===== src/rtl/uart_tx.sv =====
// UART transmit serializer: accepts a word over valid/ready and shifts out
// start, LSB-first data, optional parity and 1..2 stop bits on rising edges of the baud tick.
module uart_tx #(
    parameter int DATA_BITS = 8,
    parameter int PARITY    = 0,
    parameter int STOP_BITS = 1
) (
    input  logic                 clk,
    input  logic                 reset,
    input  logic                 tick,
    input  logic [DATA_BITS-1:0] tx_data,
    input  logic                 tx_valid,
    output logic                 tx_ready,
    output logic                 tx,
    output logic                 busy,
    output logic                 frame_done
);

    // state  | meaning
    // IDLE   | line high, waiting for a word
    // ALIGN  | word latched, waiting for the next bit boundary
    // START  | driving the start bit
    // DATA   | driving data bits, LSB first
    // PARITY | driving the parity bit
    // STOP   | driving stop bits
    typedef enum logic [2:0] {
        S_IDLE,
        S_ALIGN,
        S_START,
        S_DATA,
        S_PARITY,
        S_STOP
    } state_t;

    localparam logic [2:0] LAST_BIT  = 3'(DATA_BITS - 1);
    localparam logic       STOP_LAST = 1'(STOP_BITS - 1);

    state_t                 state;
    state_t                 state_next;
    logic                   tick_q;
    logic                   bit_edge;
    logic                   accept;
    logic [DATA_BITS-1:0]   shift;
    logic                   parity_bit;
    logic [2:0]             bit_cnt;
    logic                   stop_cnt;

    assign bit_edge = tick & ~tick_q;
    assign accept   = tx_valid & tx_ready;

    always_ff @(posedge clk) begin
        if (reset) begin
            state <= S_IDLE;
        end else begin
            state <= state_next;
        end
    end

    always_comb begin
        state_next = state;
        case (state)
            S_IDLE: begin
                if (accept) state_next = S_ALIGN;
            end
            S_ALIGN: begin
                if (bit_edge) state_next = S_START;
            end
            S_START: begin
                if (bit_edge) state_next = S_DATA;
            end
            S_DATA: begin
                if (bit_edge && bit_cnt == LAST_BIT)
                    state_next = (PARITY != 0) ? S_PARITY : S_STOP;
            end
            S_PARITY: begin
                if (bit_edge) state_next = S_STOP;
            end
            S_STOP: begin
                if (bit_edge && stop_cnt == 1'b0) state_next = S_IDLE;
            end
            default: state_next = S_IDLE;
        endcase
    end

    always_comb begin
        tx_ready = (state == S_IDLE);
        busy     = (state != S_IDLE);
    end

    // tick_q resets high so a tick already high at reset release is not an edge
    always_ff @(posedge clk) begin
        if (reset) begin
            tick_q     <= 1'b1;
            tx         <= 1'b1;
            shift      <= '0;
            parity_bit <= 1'b0;
            bit_cnt    <= '0;
            stop_cnt   <= 1'b0;
            frame_done <= 1'b0;
        end else begin
            tick_q     <= tick;
            frame_done <= 1'b0;
            if (accept) begin
                shift      <= tx_data;
                parity_bit <= (PARITY == 2) ? ~^tx_data : ^tx_data;
            end
            if (bit_edge) begin
                case (state)
                    S_ALIGN: tx <= 1'b0;
                    S_START: begin
                        tx      <= shift[0];
                        bit_cnt <= '0;
                    end
                    S_DATA: begin
                        if (bit_cnt != LAST_BIT) begin
                            shift   <= shift >> 1;
                            tx      <= shift[1];
                            bit_cnt <= bit_cnt + 3'd1;
                        end else if (PARITY != 0) begin
                            tx <= parity_bit;
                        end else begin
                            tx       <= 1'b1;
                            stop_cnt <= STOP_LAST;
                        end
                    end
                    S_PARITY: begin
                        tx       <= 1'b1;
                        stop_cnt <= STOP_LAST;
                    end
                    S_STOP: begin
                        if (stop_cnt == 1'b0) frame_done <= 1'b1;
                        else                  stop_cnt   <= stop_cnt - 1'b1;
                    end
                    default: ;
                endcase
            end
        end
    end

endmodule


===== config.mk =====
export PLATFORM = sky130hd
export DESIGN_NAME = uart_tx
export DESIGN_NICKNAME = d
export VERILOG_FILES = /design/src/rtl/uart_tx.sv
export SDC_FILE = /design/constraint.sdc
export NUM_CORES = 1
export LEC_CHECK = 0
export CAP_MARGIN = 20
export CORE_ASPECT_RATIO = 1.2
export CORE_MARGIN = 1.5
export CORE_UTILIZATION = 45
export DETAILED_ROUTE_END_ITERATION = 6
export PLACE_DENSITY = 0.73
export SLEW_MARGIN = 5
export SYNTH_ARGS = -nofsm -noshare
export SYNTH_HDL_FRONTEND = slang
export SYNTH_SLANG_ARGS = --single-unit
export TNS_END_PERCENT = 1

===== constraint.sdc =====
create_clock -name clk -period 1.9 [get_ports clk]
set_clock_uncertainty 0.2 [all_clocks]
set_input_delay 0.475 -clock clk [delete_from_list [all_inputs] [get_ports clk]]
set_output_delay 0.475 -clock clk [all_outputs]
set_load 0.01 [all_outputs]

==> results of run 1 <==
## report_power, final
part           total, µW  internal (µW)  switching (µW)
Sequential           382            372            9.58
Clock                189           81.3             108
Combinational        125           69.5            55.1
Total                695            523             172
## synthesized netlist by cell type (all sizes together), types with 3 or more instances
cell type,count,share of area (%)
nand2,4,1.7
a211oi,7,9.7
mux2i,8,8.9
nor3,8,4.4
nor2,3,1.2
nand3b,3,2.5
a21oi,5,2.8
clkbuf,3,1.2
buf,6,3.6
dfxtp,17,38
## worst max-delay path: stages (launching register included)
cell	delay, ns
dfxtp_1	0.33
nor3_2	0.20
inv_1	0.08
dlygate4sd2_1	0.28
## per-stage QoR
| stage | std cells | TNS, ns |
|---|---|---|
| global route | 134 | -0.0365 |
| detailed placement | 130 | -1.96 |
| floorplan | 93 | 0 |
| finish | 134 | 0 |
| global placement | 130 | -1.45 |
| CTS | 134 | 0 |
## flip-flops by register name, summed over array words and instances, names as in the netlist
| register | flops |
|---|---|
| tick_q | 1 |
| bit_cnt | 3 |
| shift | 8 |
| tx | 1 |
| state | 3 |
| frame_done | 1 |
## routing by layer
| metal | vias up | share of wire, % | track usage [%] |
|---|---|---|---|
| li1 | 393 | - | - |
| met1 | 350 | 45 | 21.1 |
| met2 | 12 | 50 | 32.4 |
| met3 | 2 | 4.1 | 3.13 |
| met4 | 0 | 0.95 | 6.06 |
| met5 | - | 0 | 0 |
## how the worst min path moves through the flow
stage,cells past startpoint,end,slack (ns)
finish,2,bit_cnt[1],0.29
global route,2,bit_cnt[1],0.32
CTS,2,bit_cnt[1],0.29
detailed placement,2,bit_cnt[1],0.27
global placement,2,bit_cnt[2],0.28
floorplan,2,bit_cnt[1],0.25
## timing repair
item                       in CTS  in global routing
setup endpoints to repair       2                 11
gates resized for setup         3                  3
pin swaps                       0                  0
setup buffers                   0                  0
## kinds of logic (layout without fill, tap and decap cells)
| kind of cell | after synthesis | after routing | synth area share (%) |
|---|---|---|---|
| simple gates | 35 | 35 | 25.4 |
| flops | 17 | 17 | 37.7 |
| fa+ha+maj | 2 | 2 | 2.77 |
| mux | 8 | 8 | 8.88 |
| buf+inv | 10 | 32 | 5.27 |
| compound gates | 21 | 21 | 20.0 |
## area by class of cell
type	count	area (µm²)	area share (%)
Timing Repair Buffer	27	243	21.0
Inverter	1	3.75	0.324
Tap cell	19	23.8	2.05
Clock buffer	4	26.3	2.27
Multi-Input combinational cell	66	522	45.0
Sequential cell	17	340	29.4
==> metrics.txt, run 1 <==
status=complete, no violations; TritonCTS buffer count=3; synthesized area per cell=9.70 µm²; post-synth cell types=34; Yosys warnings=0; Die Y=around 52 µm; final-report setup violation count=0; Vias/cell=between 5 and 6; largest net degree at the start of global routing=16; clock root cell=clkbuf_4; Final Cell Area=0.00116 mm²; n_diodes=0; Critical Path Source=state[1]; global-route wire length before repair=3.06 mm; Synth Register Bits=17; nets=130; Clock Path Buffers=2; Rel. slew slack=approximately three quarters; RePlAce Congestion=roughly 0.77; # IOs=16; register area share after synthesis=a little under two fifths; power per cell area=about 600 mW/mm²; crit end category=output pin; RSZ-0062 raised after global routing=yes; final count of hold timing violations=0; length in cells of the worst reg-to-reg path=6; die area=roughly 0.0023 mm²; R2R Path End=shift[7]; FF-to-FF setup slack=0.12 ns; fin crit share=97.3%; Max-Cap Viols=0; final worst-path setup slack=between 0.05 and 0.06 ns; Cell Rows=17; Reg clk slew, reported paths=0.10 ns; Fin Hold WS=around 0.29 ns; worst endpoint required time=1.22 ns; DRC=0; most frequent cells in the layout=17 x dfxtp_1, 12 x buf_4, 11 x clkdlybuf4s50_1; synthesized area=approximately 900 µm²; WL per Instance=13.4 µm; Cells after Synth=just over 90; fmax=around 0.54 GHz; Syn Nets=107; Syn-to-layout area delta=28.4%; drt pass-1 iters=4; dpl ws=-0.230 ns; Leakage=around 0.00043 µW; cell area after placement=around 0.0011 mm²; routed vias=757; clock latency on the worst-skew pair=~0.28 ns; H-tree depth=1; hold path startpoint=bit_cnt[1]; ys async rst share=0%; CTS tree=yes; Tmin final=between 1.5 and 2 ns; total power=~700 µW; die width=43.9 µm; Post-DRT Antenna Nets=0; clock sinks=17; number of synthesized flops with an enable pin=0; Final Max Slew Viols=0; Buffers on Ports=15; initial antenna violation count=0; startpoint types=flop; core region area=about 0.0019 mm²; Worst Tran Pin Value=roughly 0.35 ns; Setup CP Type=flop to output pin; filler instances=about 170; grt total ovfl=0; Util after Layout=between 60% and 70%; Hold Path Class=flop to flop; Worst Setup EP=busy; Worst Path Max Fanout=2; Hold Buf Count CTS=0; Initial Util=slightly below 50%; layout cells sized above 1=approximately a quarter; routed wire length=around 1.8 mm; hpwl dp=between 1 and 1.5 mm; drt initial violations=12; vias in the first global route=706; CP Data Arrival Time=about 1.2 ns; commonest non-fill, non-tap cell in the layout=dfxtp_1; IR drop worst, VDD=~450 µV; GR Util All Layers=roughly 18%; ys flop type=dfxtp_1; Worst R2R Start=bit_cnt[0]
Power figures use the tool's default switching activity.
==> inputs of run 2 (changes only) <==
CELL_PAD_IN_SITES_DETAIL_PLACEMENT = 1   (was default)
CELL_PAD_IN_SITES_GLOBAL_PLACEMENT = 1   (was default)
CORE_UTILIZATION = 35   (was 45)
CTS_CLUSTER_DIAMETER = 120   (was default)
PLACE_DENSITY = default   (was 0.73)
PLACE_DENSITY_LB_ADDON = 0.1   (was default)
==> run 2 against run 1 <==
- flip-flop and latch count did not move
- non-clock buffer count did not move
- largest cell class unchanged
- sequential power barely moved
- design area is 1.2% higher
- core utilization shrank 13 points
- setup slack better by 0.040 ns
- combinational power barely moved
==> metrics.txt, run 2 (synthesis results as in run 1) <==
Hold Path Stages=1; DRC=0; global-route wire length before repair=around 3.7 mm; status=complete, no violations; initial antenna violation count=0; TritonCTS buffer count=3; Max-Cap Viols=0; die area=roughly 0.0029 mm²; stages on the worst setup path=1; Reg power frac=roughly 54%; largest net degree at the start of global routing=16; worst endpoint required time=approximately 1.2 ns; drt initial violations=9; H-tree depth=1; vias in the first global route=between 800 and 900; buffers and inverters on the worst path=1; nets=130; length in cells of the worst reg-to-reg path=6; clock share of power=approximately 27%; Gate power share=a little under a fifth; Int Pwr=about 520 µW; clock root cell=clkbuf_4; crit end category=output pin; fin crit share=between 90% and 100%; most frequent cells in the layout=17 x dfxtp_1, 12 x clkdlybuf4s50_1, 12 x buf_4; register with the most flip-flops=shift; biggest regs=shift: 8 flops, bit_cnt: 3 flops, state: 3 flops; grt total ovfl=0; Clock Path Buffers=2; critical path's top delay family=buffers and inverters; filler instances=276; Util after Layout=about half; RePlAce Congestion=about 0.72; Syn-to-layout area delta=30.0%; switching power=between 150 and 200 µW; RSZ-0062 raised after global routing=no; power per cell area=597 mW/mm²; drt pass-1 iters=3; Final Cell Area=between 0.001 and 0.0015 mm²; fmax=0.553 GHz; Buffers on Ports=15; CTS tree=yes; register area=roughly 340 µm²; cell area after placement=about 0.0011 mm²; setup bufs post-CTS=0; Cell Rows=19; slowest stage cell on the critical path=clkdlybuf4s50_1; Initial Util=37.9%; Worst Path Max Fanout=1; Setup CP Type=flop to output pin; Worst Tran Pin Value=around 0.39 ns; Post-DRT Antenna Nets=0; layout cells sized above 1=23.5%; switching part of the total=25.1%; commonest non-fill, non-tap cell in the layout=dfxtp_1; final count of hold timing violations=0; IR drop worst, VDD=~400 µV; routed wire length=between 2 and 2.5 mm; WL per Instance=approximately 14 µm; Final Max Slew Viols=0; crit-path cells=clkdlybuf4s50_1; routed vias=~780; CP Data Arrival Time=between 1 and 1.5 ns; Hold Path Class=flop to flop; n_diodes=0; clock sinks=17; core region area=approximately 0.0024 mm²; Die Y=approximately 59 µm; Vias/cell=approximately 5.3; clock latency on the worst-skew pair=0.29 ns; GR Util All Layers=between 10% and 20%; max reg flops=8; # IOs=16; Multi-input gate area=between 500 and 600 µm²; Tmin final=roughly 1.8 ns; Critical Path Max Stage Delay=0.53 ns; hpwl dp=1.59 mm; die width=approximately 49 µm; Reg clk slew, reported paths=0.10 ns; startpoint types=flop; final-report setup violation count=0; Leakage=0.000419 µW; Rel. slew slack=around 74%
[run 2: cell count changes in the layout (fill, tap and decap cells not counted)]
cell,previous run,this run
clkdlybuf4s50_1,11,12
dlymetal6s2s_1,2,1
dlygate4sd2_1,2,1
clkdlybuf4s15_1,0,1
[run 2: metrics by stage]
step	total power, µW	TNS (ns)	instances	setup slack (ns)	hold slack [ns]
after floorplan	464	0	93	0.0830	0.253
after global placement	519	-1.06	142	-0.120	0.265
after detailed placement	522	-1.65	142	-0.187	0.291
after CTS	720	0	146	0.0177	0.307
after global routing	746	0	146	0.00219	0.328
final	700	0	146	0.0903	0.310
[run 2: metal layers]
metal  vias to the layer above  global-route usage (%)  share of wire, %
li1                        396                       -                 -
met1                       374                    18.7                46
met2                         9                    30.7                51
met3                         2                    2.54               2.2
met4                         0                    9.80              0.88
met5                         -                       0                 0
[run 2: worst paths after layout]
path / startpoint / end / slack, ns
min reg2reg: tx / tx / 0.31
max reg2reg: bit_cnt[0] / shift[7] / 0.12
min: tx / tx / 0.31
max: frame_done / frame_done / 0.09
[run 2: power by group through the flow]
stage / Combinational, µW / Sequential (µW) / Clock [µW]
after floorplan: 74.6 / 389 / 0
after global placement: 130 / 389 / 0
after detailed placement: 133 / 389 / 0
after CTS: 131 / 382 / 207
after global routing: 141 / 384 / 222
final: 128 / 381 / 191
[run 2: repair_timing]
| action | in CTS | in global routing |
|---|---|---|
| pin swaps | 0 | 1 |
| gates resized for setup | 3 | 3 |
| hold buffers | 0 | 0 |
| setup endpoints to repair | 2 | 12 |
| endpoints found under the hold margin | 0 | 0 |
[run 2: final cells by class]
cell class	instances	share of cell area, %
Sequential cell	17	29.0
Multi-Input combinational cell	66	44.5
Timing Repair Buffer	27	20.6
Tap cell	31	3.31
Inverter	1	0.320
Clock buffer	4	2.24
